## src/rtl/mc_ctrl_pkg.sv

```systemverilog
// Purpose : shared encodings for the multicycle MIPS controller and the ALU it drives
//           (state enum, opcode/funct constants, ALU op codes, mux select codes).
// Latency : n/a (package).  Backpressure: n/a.
// Macro   : MC_CTRL_BNE_EN (consumed by mc_controller) enables bne decode.
package mc_ctrl_pkg;

   typedef enum logic [3:0] {
      FETCH   = 4'd0,
      DECODE  = 4'd1,
      MEMADR  = 4'd2,
      MEMRD   = 4'd3,
      MEMWB   = 4'd4,
      MEMWR   = 4'd5,
      EXECUTE = 4'd6,
      ALUWB   = 4'd7,
      BRANCH  = 4'd8,
      ADDIEX  = 4'd9,
      ADDIWB  = 4'd10,
      JUMP    = 4'd11
   } state_t;

   // instr[31:26]
   localparam logic [5:0] OP_RTYPE = 6'b000000;
   localparam logic [5:0] OP_LW    = 6'b100011;
   localparam logic [5:0] OP_SW    = 6'b101011;
   localparam logic [5:0] OP_BEQ   = 6'b000100;
   localparam logic [5:0] OP_BNE   = 6'b000101;
   localparam logic [5:0] OP_ADDI  = 6'b001000;
   localparam logic [5:0] OP_J     = 6'b000010;

   // instr[5:0] for R-type
   localparam logic [5:0] FUNCT_ADD = 6'b100000;
   localparam logic [5:0] FUNCT_SUB = 6'b100010;
   localparam logic [5:0] FUNCT_AND = 6'b100100;
   localparam logic [5:0] FUNCT_OR  = 6'b100101;
   localparam logic [5:0] FUNCT_SLT = 6'b101010;
   localparam logic [5:0] FUNCT_SLL = 6'b000000;
   localparam logic [5:0] FUNCT_SRL = 6'b000010;

   // ALU operation codes, identical to the ALU's own decode
   localparam logic [2:0] ALU_ADD = 3'b010;
   localparam logic [2:0] ALU_SUB = 3'b110;
   localparam logic [2:0] ALU_AND = 3'b000;
   localparam logic [2:0] ALU_OR  = 3'b001;
   localparam logic [2:0] ALU_SLT = 3'b111;
   localparam logic [2:0] ALU_SLL = 3'b100;
   localparam logic [2:0] ALU_SRL = 3'b101;

   // ALU operand B select
   localparam logic [1:0] SRCB_REG     = 2'b00;
   localparam logic [1:0] SRCB_FOUR    = 2'b01;
   localparam logic [1:0] SRCB_IMM     = 2'b10;
   localparam logic [1:0] SRCB_IMM_SH2 = 2'b11;

   // next-PC select
   localparam logic [1:0] PCSRC_ALU    = 2'b00;
   localparam logic [1:0] PCSRC_ALUOUT = 2'b01;
   localparam logic [1:0] PCSRC_JUMP   = 2'b10;

endpackage

```

## src/rtl/alu_decoder.sv

```systemverilog
// Purpose : maps an R-type funct field to the 3-bit ALU op and flags unsupported functs.
// Latency : combinational, 0 cycles.
// Backpressure: none (pure decode).
// Ports   : funct (in, 6) ; alu_control (out, 3, ADD when illegal) ; funct_legal (out, 1)
module alu_decoder
   import mc_ctrl_pkg::*;
(
   input  logic [5:0] funct,
   output logic [2:0] alu_control,
   output logic       funct_legal
);

   always_comb begin
      alu_control = ALU_ADD;
      funct_legal = 1'b1;
      case (funct)
         FUNCT_ADD: alu_control = ALU_ADD;
         FUNCT_SUB: alu_control = ALU_SUB;
         FUNCT_AND: alu_control = ALU_AND;
         FUNCT_OR:  alu_control = ALU_OR;
         FUNCT_SLT: alu_control = ALU_SLT;
         FUNCT_SLL: alu_control = ALU_SLL;
         FUNCT_SRL: alu_control = ALU_SRL;
         default:   funct_legal = 1'b0;
      endcase
   end

endmodule

```

## src/rtl/mc_controller.sv

```systemverilog
// Purpose : multicycle MIPS control FSM, one instruction at a time (fetch/decode/exec/mem/wb).
// Latency : beq/j 3, R/addi/sw 4, lw 5 cycles; +1 per cycle memory is not ready.
// Backpressure: FETCH, MEMRD and MEMWR hold (outputs steady) until mem_ready.
// Macro   : MC_CTRL_BNE_EN -> opcode 000101 (bne) is legal and branches on ~zero.
// Ports   : clk, rst_n (async, active-low); opcode/funct from IR; zero from ALU;
//           mem_ready from memory; outputs are the datapath enables and mux selects,
//           alu_control to the shared ALU, illegal_op pulses in DECODE on bad encodings.
module mc_controller
   import mc_ctrl_pkg::*;
(
   input  logic       clk,
   input  logic       rst_n,
   input  logic [5:0] opcode,
   input  logic [5:0] funct,
   input  logic       zero,
   input  logic       mem_ready,
   output logic       pc_en,
   output logic       iord,
   output logic       mem_write,
   output logic       ir_write,
   output logic       reg_dst,
   output logic       mem_to_reg,
   output logic       reg_write,
   output logic       alu_src_a,
   output logic [1:0] alu_src_b,
   output logic [2:0] alu_control,
   output logic [1:0] pc_src,
   output logic       illegal_op
);

   state_t     state;
   state_t     state_nxt;
   logic [2:0] funct_alu;
   logic       funct_legal;

   alu_decoder u_alu_decoder (
      .funct       (funct),
      .alu_control (funct_alu),
      .funct_legal (funct_legal)
   );

   always_ff @(posedge clk or negedge rst_n) begin
      if (!rst_n) state <= FETCH;
      else        state <= state_nxt;
   end

`ifdef MC_CTRL_BNE_EN
   // BRANCH needs to know which sense of zero to use; capture it while the
   // opcode is being dispatched rather than re-reading the IR later.
   logic branch_ne;
   always_ff @(posedge clk or negedge rst_n) begin
      if (!rst_n)               branch_ne <= 1'b0;
      else if (state == DECODE) branch_ne <= (opcode == OP_BNE);
   end
`endif

   always_comb begin
      state_nxt   = state;
      pc_en       = 1'b0;
      iord        = 1'b0;
      mem_write   = 1'b0;
      ir_write    = 1'b0;
      reg_dst     = 1'b0;
      mem_to_reg  = 1'b0;
      reg_write   = 1'b0;
      alu_src_a   = 1'b0;
      alu_src_b   = SRCB_REG;
      alu_control = ALU_ADD;
      pc_src      = PCSRC_ALU;
      illegal_op  = 1'b0;

      case (state)
         FETCH: begin
            // PC+4 is computed every cycle but only committed with the IR load.
            alu_src_b = SRCB_FOUR;
            ir_write  = mem_ready;
            pc_en     = mem_ready;
            if (mem_ready) state_nxt = DECODE;
         end
         DECODE: begin
            // Speculatively form the branch target into ALUOut.
            alu_src_b = SRCB_IMM_SH2;
            case (opcode)
               OP_RTYPE: begin
                  if (funct_legal) state_nxt = EXECUTE;
                  else begin
                     illegal_op = 1'b1;
                     state_nxt  = FETCH;
                  end
               end
               OP_LW, OP_SW: state_nxt = MEMADR;
               OP_BEQ:       state_nxt = BRANCH;
`ifdef MC_CTRL_BNE_EN
               OP_BNE:       state_nxt = BRANCH;
`else
               OP_BNE: begin
                  illegal_op = 1'b1;
                  state_nxt  = FETCH;
               end
`endif
               OP_ADDI:      state_nxt = ADDIEX;
               OP_J:         state_nxt = JUMP;
               default: begin
                  illegal_op = 1'b1;
                  state_nxt  = FETCH;
               end
            endcase
         end
         MEMADR: begin
            alu_src_a = 1'b1;
            alu_src_b = SRCB_IMM;
            state_nxt = (opcode == OP_SW) ? MEMWR : MEMRD;
         end
         MEMRD: begin
            iord = 1'b1;
            if (mem_ready) state_nxt = MEMWB;
         end
         MEMWB: begin
            mem_to_reg = 1'b1;
            reg_write  = 1'b1;
            state_nxt  = FETCH;
         end
         MEMWR: begin
            iord      = 1'b1;
            mem_write = 1'b1;
            if (mem_ready) state_nxt = FETCH;
         end
         EXECUTE: begin
            alu_src_a   = 1'b1;
            alu_control = funct_alu;
            state_nxt   = ALUWB;
         end
         ALUWB: begin
            reg_dst   = 1'b1;
            reg_write = 1'b1;
            state_nxt = FETCH;
         end
         BRANCH: begin
            alu_src_a   = 1'b1;
            alu_control = ALU_SUB;
            pc_src      = PCSRC_ALUOUT;
`ifdef MC_CTRL_BNE_EN
            pc_en       = branch_ne ? ~zero : zero;
`else
            pc_en       = zero;
`endif
            state_nxt   = FETCH;
         end
         ADDIEX: begin
            alu_src_a = 1'b1;
            alu_src_b = SRCB_IMM;
            state_nxt = ADDIWB;
         end
         ADDIWB: begin
            reg_write = 1'b1;
            state_nxt = FETCH;
         end
         JUMP: begin
            pc_src    = PCSRC_JUMP;
            pc_en     = 1'b1;
            state_nxt = FETCH;
         end
         default: state_nxt = FETCH;
      endcase
   end

endmodule

```

## config.mk

```make
export PLATFORM = sky130hd
export DESIGN_NAME = mc_controller
export DESIGN_NICKNAME = d
export VERILOG_FILES = /design/src/rtl/mc_ctrl_pkg.sv /design/src/rtl/alu_decoder.sv /design/src/rtl/mc_controller.sv
export SDC_FILE = /design/constraint.sdc
export NUM_CORES = 1
export LEC_CHECK = 0
export CAP_MARGIN = 40
export CORE_UTILIZATION = 45
export DETAILED_ROUTE_END_ITERATION = 16
export PLACE_DENSITY = 0.94
export REMOVE_ABC_BUFFERS = 1
export SLEW_MARGIN = 20
export SYNTH_ARGS = -nofsm -noshare
export SYNTH_HDL_FRONTEND = slang
export SYNTH_HIERARCHICAL = 1
export SYNTH_SLANG_ARGS = --single-unit
```

## constraint.sdc

```tcl
create_clock -name clk -period 2.5 [get_ports clk]
set_input_delay 0.5 -clock clk [delete_from_list [all_inputs] [get_ports clk]]
set_output_delay 0.5 -clock clk [all_outputs]
set_load 0.01 [all_outputs]
```

# After elaboration in Yosys (flattened, before gate mapping)
# Index checks and enable logic that the tools add are counted.
[totals]
regBits = 4
in_bits = 16
[classes]
eq_ne = 25
muxes = 23
n_reduce_logical = 11
[op_table]
columns = ["operator", "count"]
rows = [
  ["$eq A6 B6 Y1 const B", 7],
  ["$pmux W4 S7", 1],
  ["$pmux W4 S5", 1],
  ["$pmux W3 S6", 1],
  ["$eq A4 B3 Y1 const B", 4],
  ["$eq A4 B4 Y1 const B", 4],
  ["$eq A6 B2 Y1 const B", 2],
  ["$logic_not A6 Y1", 2],
  ["$mux W4", 3],
  ["$mux W1", 10],
  ["$eq A4 B2 Y1 const B", 2],
  ["$reduce_or A7 Y1", 1],
  ["$eq A6 B3 Y1 const B", 1],
  ["$eq A6 B4 Y1 const B", 1],
  ["$mux W3", 2],
  ["$ne A2 B2 Y1 const B", 3],
  ["$pmux W2 S3", 1],
  ["$pmux W3 S2", 1],
  ["$reduce_or A2 Y1", 3],
  ["$reduce_or A5 Y1", 1],
  ["$eq A4 B1 Y1 const B", 1],
  ["$logic_not A4 Y1", 1],
  ["$pmux W2 S2", 1],
  ["$reduce_or A4 Y1", 1],
  ["other kinds (4)", 4],
]

# Longest topological paths before layout
[logic_depth]
ltp_word = 6
ltp_mapped = 6
ltp_nobuf = 6

# Hierarchy
# The synthesis kept the hierarchy.
[by_module_without_submodules]
columns = ["module", "instances", "cells_each", "area_per_inst_um2"]
rows = [
  ["mc_controller", 1, 95, 626.9],
  ["alu_decoder", 1, 15, 102.6],
]

# Worst setup path before layout
# Ideal clock, no wire load.
[synth_timing]
path_type = "input port to output port"
startpoint = "in opcode[3]"
endpoint = "out illegal_op"
arrival_ns = 1.663
required_time_ns = 2.000
path_slack_ns = 0.337
path_stages = 4
path_buffers = 1
path_cell_list = "buf_2 > nor3_1 > a31oi_1 > a2111oi_0"
[synth_via]
elab_chain_len = 4
elab_cells_between_ends = 9
cone_classes = "eq/ne: 5; mux: 2; reduce/logical: 2"
[synth_lines]
columns = ["item", "line", "rtl"]
rows = [
  ["from (decl)", "mc_controller.sv:13", "input logic [5:0] opcode,"],
  ["$eq A6 B6 Y1, or another cell as far along", "mc_controller.sv:83", "case (opcode)"],
  ["$reduce_or A5 Y1 (no source line)", "--", ""],
  ["$pmux W1 S2 *", "mc_controller.sv:83", ""],
  ["$mux W1 *", "mc_controller.sv:72", "case (state)"],
  ["to (decl)", "mc_controller.sv:28", "output logic illegal_op"],
]
# Every way passes the cells marked *; elsewhere a longest branch is shown, timed or not.

# Worst setup path in the final report
[layout_timing]
startpoint = "in funct[3]"
endpoint = "out illegal_op"
[layout_via]
elab_chain_len = 6
elab_cells_between_ends = 12
cone_classes = "eq/ne: 6; mux: 4; reduce/logical: 2"
[layout_lines]
columns = ["item", "line", "rtl"]
rows = [
  ["from (decl)", "mc_controller.sv:14", "input logic [5:0] funct,"],
  ["$eq A6 B6 Y1, or another cell as far along", "alu_decoder.sv:16", "case (funct)"],
  ["$reduce_or A7 Y1 (no source line) *", "--", ""],
  ["$mux W1 *", "alu_decoder.sv:16", ""],
  ["named net funct_legal", "mc_controller.sv:34", "logic funct_legal;"],
  ["$mux W1 *", "mc_controller.sv:85", "if (funct_legal) state_nxt = EXECUTE;"],
  ["$pmux W1 S2 *", "mc_controller.sv:83", ""],
  ["$mux W1 *", "mc_controller.sv:72", ""],
]
# The timed path passes the listed nets; every way through them passes the cells marked *.

==> impl_metrics.tcl <==
set metrics [dict create \
    hold_viol 0 \
    ir_drop_v 0.000377 \
    io_pins 32 \
    cts_tree "done" \
    final_core_utilization 0.803 \
    yosysWarnings 6 \
    place_hpwl_um 1910 \
    clk_latency_ps 250 \
    hold_class "in2async" \
    largest_reg_flops 4 \
    maxCapViolCount 0 \
    end_kind "primary output" \
    grt_usage 0.303 \
    clock-sinks 4 \
    violations "design-rule violations" \
    grt_overflow 0 \
    rsz0062_at_grt "yes" \
    num_rows 14 \
    busiest_layer "met2" \
    drive_gt1_frac 0.244 \
    clk_pin_slew_worst_paths_ps 40 \
    ys_types 41 \
    fp.dieW_um 42.3 \
    leakage_nw 0.525 \
    most-common-layout-cells "buf_4 (22), clkdlybuf4s50_1 (21), nor2_1 (16)" \
    timing.hold.ws_ps 451 \
    core_um2 1510 \
    via_count 1029 \
    finalWorstPathRequiredPeriod_ps 2470 \
    status "complete, but fails checks" \
    start_kind "input port" \
    fin_ws_ps 26.4 \
    async_flop_share 1.00 \
    setup_viol 0 \
    reg_top3 "state x4" \
    pre_cts_ws_ps -471 \
    vias_per_cell 5.98 \
    wl_um 2570 \
    relSlewSlack 0.745 \
    drtAntennaViolNets 0 \
    cp_max_fo 3 \
    drv_slew 0 \
    final_common_cell "buf_4" \
    cts_inserted_buffers 3 \
    critPathRequiredTime_ps 2000 \
    finalSetupTns_ps 0 \
    fp.dieH_um 42.3 \
    antenna_found_initial 0 \
    fmax_mhz 404 \
    crit_arrival_ps 1970 \
    h-tree-depth 1 \
    grt_max_degree 18 \
    drcViolationCount 2 \
    use_met1 0.339 \
    min_period_over_period 0.989 \
    worst_pin_slew_ps 377 \
    num-nets-final 174 \
    met2_usage 0.551 \
    wl_per_cell_um 14.9 \
    synth.avg_cell_area_um2 6.63 \
    cts_root_buf "clkbuf_4" \
    drtIter0Drc 42 \
    antennaDiodeCount 0 \
    skew_ps 3.66 \
    synth_edf_count 0 \
    area_growth_syn_to_layout_pct 65.9 \
    initial_core_util 0.484 \
    die_area_um2 1790 \
    rr_worst_depth 5 \
    first_pass_iters 13 \
    grt_pass1_vias 968 \
    largest-register "state" \
    clk_path_buf_depth 2 \
    syn_area_um2 729 \
    synth_flop_cell "dfrtp_1" \
    synthCells 110 \
    numPortBuffers 31 \
    grtUsageMet3 0.0431 \
    power.density_nw_per_um2 608 \
    ys_ff_latch 4 \
    path_class "in2out" \
    grt_first_pass_wirelength_um 4150 \
    seq_area_frac_synth 0.137 \
    globalplace.congestion 0.885 \
]
-- logic make-up after synthesis --
group | Yosys count | synth area share
AO/OA/AOI/OAI | 28 | 0.235
XOR/XNOR | 5 | 0.0600
buffers and inverters | 13 | 0.0772
flip-flops | 4 | 0.137
multiplexers | 2 | 0.0292
AND/OR/NAND/NOR | 58 | 0.461
-- cell type report --
class	instances	area, µm²
clock buffer	3	22.5
fill	98	297
inverter	3	11.3
multi-input combinational	93	591
sequential	4	103
tap	16	20.0
timing repair buffer	53	463
-- power breakdown --
part	total, mW	switching, mW	internal (mW)
sequential	0.108	0.0237	0.0842
clock	0.0897	0.0354	0.0543
combinational	0.539	0.272	0.266
total	0.736	0.332	0.405
-- per-stage QoR --
step / power [mW] / std cells / instance area (µm²)
after floorplan: 0.357 / 100 / 684
after global placement: 0.618 / 169 / 1180
after detailed placement: 0.636 / 169 / 1180
after CTS: 0.716 / 172 / 1200
after global routing: 0.782 / 172 / 1210
final: 0.736 / 172 / 1210
-- path summary, 6_finish.rpt --
kind	startpoint	end	slack [ps]
max	funct[3]	illegal_op	30
min	rst_n	state[2]	450
max reg2reg	state[1]	state[2]	1070
min reg2reg	state[3]	state[0]	660
max in group asynchronous	rst_n	state[3]	1860
min in group clk	state[3]	state[0]	660
-- cells in the mapped netlist (2+ instances only) --
| master | n | area (µm²) |
|---|---|---|
| or3_1 | 3 | 18.8 |
| a21boi_0 | 2 | 15.0 |
| a21oi_1 | 7 | 35.0 |
| nor2b_1 | 4 | 25.0 |
| nand4_1 | 2 | 12.5 |
| clkbuf_1 | 4 | 15.0 |
| a31oi_1 | 2 | 12.5 |
| buf_2 | 6 | 30.0 |
| nand2_1 | 4 | 15.0 |
| dfrtp_1 | 4 | 100 |
| nor3_1 | 9 | 45.0 |
| nand2b_1 | 6 | 37.5 |
| nor2_1 | 16 | 60.1 |
| inv_1 | 3 | 11.3 |
| o21ai_0 | 9 | 45.0 |
| xor2_1 | 4 | 35.0 |
-- worst max-delay path, cell delays in order --
cell and delay (ps):
clkdlybuf4s50_1 500, a21boi_1 180, o22ai_1 110, inv_1 80, a31oi_1 80, a2111oi_1 330, buf_2 190
-- per-layer routing --
| layer | wire length, µm | up-vias |
|---|---|---|
| met5 | 0 | - |
| met4 | 85 | 0 |
| met3 | 152 | 14 |
| met2 | 1310 | 56 |
| met1 | 1020 | 467 |
| li1 | - | 492 |
-- what timing repair did --
| action | in CTS | in global routing |
|---|---|---|
| pin swaps | 0 | 1 |
| endpoints found under the setup margin | 5 | 5 |
| hold buffers | 0 | 0 |
| setup buffers | 0 | 0 |
| resized for setup | 15 | 12 |
Power figures use the tool's default switching activity.
